`src/rtl/jtag_user_dr.sv`:
```
// JTAG user data registers (ER1/ER2) with capture/shift/update shadows; updates land on the jtck edge sampling jupdate.
// Define JTAG_USER_DR_LENCHK_EN to reject updates whose shifted bit count differs from WIDTH.
module jtag_user_dr #(
    parameter int WIDTH = 32,
    parameter int NCHAN = 2
) (
    input  logic                   jtck,
    input  logic                   jrstn,
    input  logic                   jtdi,
    input  logic                   jshift,
    input  logic                   jupdate,
    input  logic [NCHAN-1:0]       jce,
    input  logic [NCHAN-1:0]       jrti,
    input  logic [NCHAN*WIDTH-1:0] din,
    output logic [NCHAN-1:0]       jtdo,
    output logic [NCHAN*WIDTH-1:0] dout,
    output logic [NCHAN-1:0]       upd,
    output logic [NCHAN-1:0]       rti,
    output logic [NCHAN-1:0]       lenerr
);

    // Lowest-numbered enabled channel wins when several jce bits are high.
    logic [NCHAN-1:0] ce_win;
    logic             any_cap;
    logic             upd_ok;

    assign ce_win  = jce & (~jce + NCHAN'(1));
    assign any_cap = (|jce) & ~jshift;
    assign upd_ok  = jupdate & (jce == '0);

    for (genvar i = 0; i < NCHAN; i++) begin : g_ch
        logic [WIDTH-1:0] sr_q, sr_d;
        logic [WIDTH-1:0] dout_q, dout_d;
        logic             sel_q, sel_d;
        logic             upd_q, upd_d;
        logic             jrti_q;
`ifdef JTAG_USER_DR_LENCHK_EN
        localparam int CNT_W = $clog2(WIDTH + 2);
        logic [CNT_W-1:0] cnt_q, cnt_d;
        logic             lenerr_q, lenerr_d;
`endif

        always_comb begin
            sr_d   = sr_q;
            dout_d = dout_q;
            sel_d  = sel_q;
            upd_d  = 1'b0;
`ifdef JTAG_USER_DR_LENCHK_EN
            cnt_d    = cnt_q;
            lenerr_d = lenerr_q;
`endif
            if (ce_win[i] && !jshift) begin
                sr_d  = din[i*WIDTH +: WIDTH];
                sel_d = 1'b1;
`ifdef JTAG_USER_DR_LENCHK_EN
                cnt_d = '0;
`endif
            end else if (ce_win[i]) begin
                sr_d = {jtdi, sr_q[WIDTH-1:1]};
`ifdef JTAG_USER_DR_LENCHK_EN
                if (cnt_q != CNT_W'(WIDTH + 1))
                    cnt_d = cnt_q + CNT_W'(1);
`endif
            end else begin
                if (any_cap)
                    sel_d = 1'b0;
                if (upd_ok && sel_q) begin
                    sel_d = 1'b0;
`ifdef JTAG_USER_DR_LENCHK_EN
                    if (cnt_q == CNT_W'(WIDTH)) begin
                        dout_d   = sr_q;
                        upd_d    = 1'b1;
                        lenerr_d = 1'b0;
                    end else begin
                        lenerr_d = 1'b1;
                    end
`else
                    dout_d = sr_q;
                    upd_d  = 1'b1;
`endif
                end
            end
        end

        always_ff @(posedge jtck or negedge jrstn) begin
            if (!jrstn) begin
                sr_q   <= '0;
                dout_q <= '0;
                sel_q  <= 1'b0;
                upd_q  <= 1'b0;
                jrti_q <= 1'b0;
`ifdef JTAG_USER_DR_LENCHK_EN
                cnt_q    <= '0;
                lenerr_q <= 1'b0;
`endif
            end else begin
                sr_q   <= sr_d;
                dout_q <= dout_d;
                sel_q  <= sel_d;
                upd_q  <= upd_d;
                jrti_q <= jrti[i];
`ifdef JTAG_USER_DR_LENCHK_EN
                cnt_q    <= cnt_d;
                lenerr_q <= lenerr_d;
`endif
            end
        end

        assign jtdo[i]                 = sr_q[0];
        assign dout[i*WIDTH +: WIDTH]  = dout_q;
        assign upd[i]                  = upd_q;
        // Gated by jrstn so a held jrti cannot strobe while in reset.
        assign rti[i]                  = jrti[i] & ~jrti_q & jrstn;
`ifdef JTAG_USER_DR_LENCHK_EN
        assign lenerr[i]               = lenerr_q;
`else
        assign lenerr[i]               = 1'b0;
`endif
    end

endmodule
```
`config.mk`:
```
export PLATFORM = sky130hd
export DESIGN_NAME = jtag_user_dr
export DESIGN_NICKNAME = d
export VERILOG_FILES = /design/src/rtl/jtag_user_dr.sv
export SDC_FILE = /design/constraint.sdc
export NUM_CORES = 1
export LEC_CHECK = 0
export CAP_MARGIN = 10
export CORE_ASPECT_RATIO = 1.25
export CORE_MARGIN = 2
export CORE_UTILIZATION = 40
export CTS_CLUSTER_DIAMETER = 150
export DETAILED_ROUTE_END_ITERATION = 8
export PLACE_DENSITY = 0.7
export RECOVER_POWER = 50
export SLEW_MARGIN = 20
export SYNTH_ARGS = -nofsm -noshare
export SYNTH_HDL_FRONTEND = slang
export SYNTH_SLANG_ARGS = --single-unit
```
`constraint.sdc`:
```
create_clock -name jtck -period 1.3 [get_ports jtck]
set_clock_uncertainty 0.05 [all_clocks]
set_input_delay 0.39 -clock jtck [delete_from_list [all_inputs] [get_ports jtck]]
set_output_delay 0.39 -clock jtck [all_outputs]
set_load 0.005 [all_outputs]
```
==> flow_summary.toml <==
[synth]
netlist_area_mm2 = 0.00560
ys_dominant_reg_cell = "dfrtp_1"
synth_area_per_cell_um2 = 12.8
ys_seq_elements = 134
yosysTopAreaCell = "dfrtp_1"
synth.most_common_cell = "dfrtp_1"
syn_inst = 439
synth_edf_count = 0
ys_seq_area_frac = 0.598
synth_common_cells = "dfrtp_1, mux2i_1, mux2_2"
yosysTopAreaCellShare = 0.598
synth.distinct_cells = 21
ys_top_cells_by_area = "dfrtp_1, mux2_2, mux2i_1"
synthArstFlopShare = 1.00
yosys_warnings = 0

[run]
cap_violations = 0

[critical_path]
cp.required_ns = 0.86
regToRegStartpoint = "g_ch[0].sel_q$_DFFE_PN0P_"
worst_setup_path_start_kind = "flop"
worst_ep_arrival_time_ns = 1.06
endpoint_kind = "output pin"
ff2ff_setup_slack_ns = -0.15
rr_worst_depth = 5
worstSetupPathType = "reg -> out"
path_max_fanout = 1
regToRegEndpoint = "g_ch[0].dout_q[17]$_DFFE_PN0P_"

[timing]
slew_headroom = 0.490
max_freq_mhz = 668
post-route-min-period_ns = 1.50
worst_pin_slew_ns = 0.765
drv_slew = 0
worst_slack_ns = -0.196
hold_violations = 0
timing.hold.ws_ns = 0.0282
rsz0062_at_grt = "true"
finalCritPeriodShare = 1.15
setup_violations = 130
fin_setup_tns_ns = -7.97

[finish]
fin_util = 0.606
multi_input_area_mm2 = 0.00228
drive_gt1_frac = 0.374
nNetsFinal = 713
seq_area_mm2 = 0.00335
fillers = 1111
area_growth_pct = 48.8
num_antenna_cells = 0

[global_routing]
antenna_found_initial = 0
grt_max_degree = 65
gr-total-overflow = 0
grt_pass1_wl_mm = 22.0
grt_pass1_vias = 4249
gr-usage-all-layers = 0.196

[detailed_routing]
avgRoutedWirePerCell_um = 17.4
viasPerCell = 4.94
drt_iter0_markers = 132
dr.pass1.iters = 4
drc = 0
wl_mm = 14.4
vias = 4085
ant_nets = 0

[power_and_ir_drop]
power_frac_seq = 0.403
power.total_w = 0.0145
combPwrFrac = 0.254
p_switching_w = 0.00367
powerDensity_mw_per_mm2 = 1730
switching_share = 0.254
p_leak_nw = 4.03
vdd.ir_drop.worst_uv = 980
intPower_w = 0.0108
pwr-share-clk = 0.343

[run_status]
violations = "setup timing"
outcome = "finished, violations left"

[clocking]
cts.sinks = 134
ctsHoldBuffers = 0
root_buffer = "clkbuf_16"
cts_tree = "yes"
clockBufferDepth = 2
clk_latency_ns = 0.42
cts_made_buffers = 17
htreeDepth = 4
clkTransAtPathRegs_ns = 0.06

[floorplan]
row_count = 48
io_pins = 145
core_mm2 = 0.0138
start_util = 0.407
die_x_um = 110
die-area_mm2 = 0.0150
die_y_um = 136

[placement]
portBuffers = 142
globalplace.congestion = 0.751
dpl.hpwl_mm = 8.70

[hold_path]
hold_class = "in -> async"
flip-flops by register name (all words and copies together), names as in the netlist:
name	cells
g_ch.dout_q	64
g_ch.sr_q	64
g_ch.jrti_q	2
g_ch.sel_q	2
g_ch.upd_q	2
power groups by stage:
stage / Combinational, W / Sequential, W / Clock (W)
global placement: 0.00318 / 0.00585 / 0
finish: 0.00367 / 0.00582 / 0.00496
global route: 0.00400 / 0.00594 / 0.00523
detailed placement: 0.00325 / 0.00590 / 0
CTS: 0.00311 / 0.00580 / 0.00504
floorplan: 0.00116 / 0.00581 / 0
what timing repair did:
action                                  in CTS  in global routing
cloned                                       7                  1
resized for setup                          324                 43
endpoints found under the setup margin     166                135
hold endpoints to repair                     0                  0
pin swaps                                    3                  0
buffers inserted                            31                 24
routing by layer:
| metal | global-route usage | wire length, um |
|---|---|---|
| met4 | 0.0584 | 149 |
| met5 | 0 | 0 |
| met1 | 0.231 | 5970 |
| met3 | 0.0633 | 910 |
| met2 | 0.337 | 7350 |
worst max-delay path, cell delays in order, from the launching register on:
cell and delay [ns]:
dfrtp_1 0.35, and3b_1 0.20, buf_2 0.11
worst max path at each step:
stage	startpoint	cells after the start	slack, ns	to
global placement	jupdate	5	-0.71	g_ch[1].dout_q[29]$_DFFE_PN0P_
CTS	g_ch[0].jrti_q$_DFF_PN0_	2	-0.22	rti[0]
detailed placement	jupdate	5	-0.76	g_ch[0].dout_q[15]$_DFFE_PN0P_
global route	g_ch[0].jrti_q$_DFF_PN0_	2	-0.26	rti[0]
finish	g_ch[0].jrti_q$_DFF_PN0_	2	-0.20	rti[0]
floorplan	jce[0]	4	-0.24	g_ch[0].dout_q[14]$_DFFE_PN0P_
through the flow:
step	std cells	cell area [um^2]	setup slack, ns
6_report	827	8340	-0.196
5_1_grt	827	8340	-0.260
4_1_cts	809	8100	-0.222
3_5_place_dp	740	7240	-0.755
3_3_place_gp	740	7240	-0.713
2_1_floorplan	440	5630	-0.236
cell families after synthesis:
| family | synth area share |
|---|---|
| buffers and inverters | 0.0377 |
| other | 0.000669 |
| and+or+nand+nor | 0.0587 |
| AOI/OAI and AO/OA | 0.0596 |
| DFF | 0.598 |
| muxes | 0.245 |
cells in the final DEF, fill, tap and decap left out, types with 2 or more instances in the layout:
cell,instances
clkinv_4,2
nor3b_4,2
nor2_1,34
dlygate4sd2_1,3
a21oi_1,33
clkinv_2,2
buf_12,10
mux2i_1,65
mux2_4,64
bufinv_16,3
buf_4,52
buf_6,5
nand2_1,33
conb_1,2
dfrtp_1,134
o21ai_0,32
clkbuf_8,3
buf_16,5
buf_2,71
clkbuf_16,18
clkinvlp_4,3
clkdlybuf4s50_1,65
final cells by class:
class / instances / area share
Clock inverter: 11 / 0.0179
Timing Repair Buffer: 215 / 0.223
Sequential cell: 134 / 0.402
Multi-Input combinational cell: 271 / 0.274
Tap cell: 175 / 0.0263
Clock buffer: 20 / 0.0560
Inverter: 1 / 0.000450
Power figures use the tool's default switching activity.
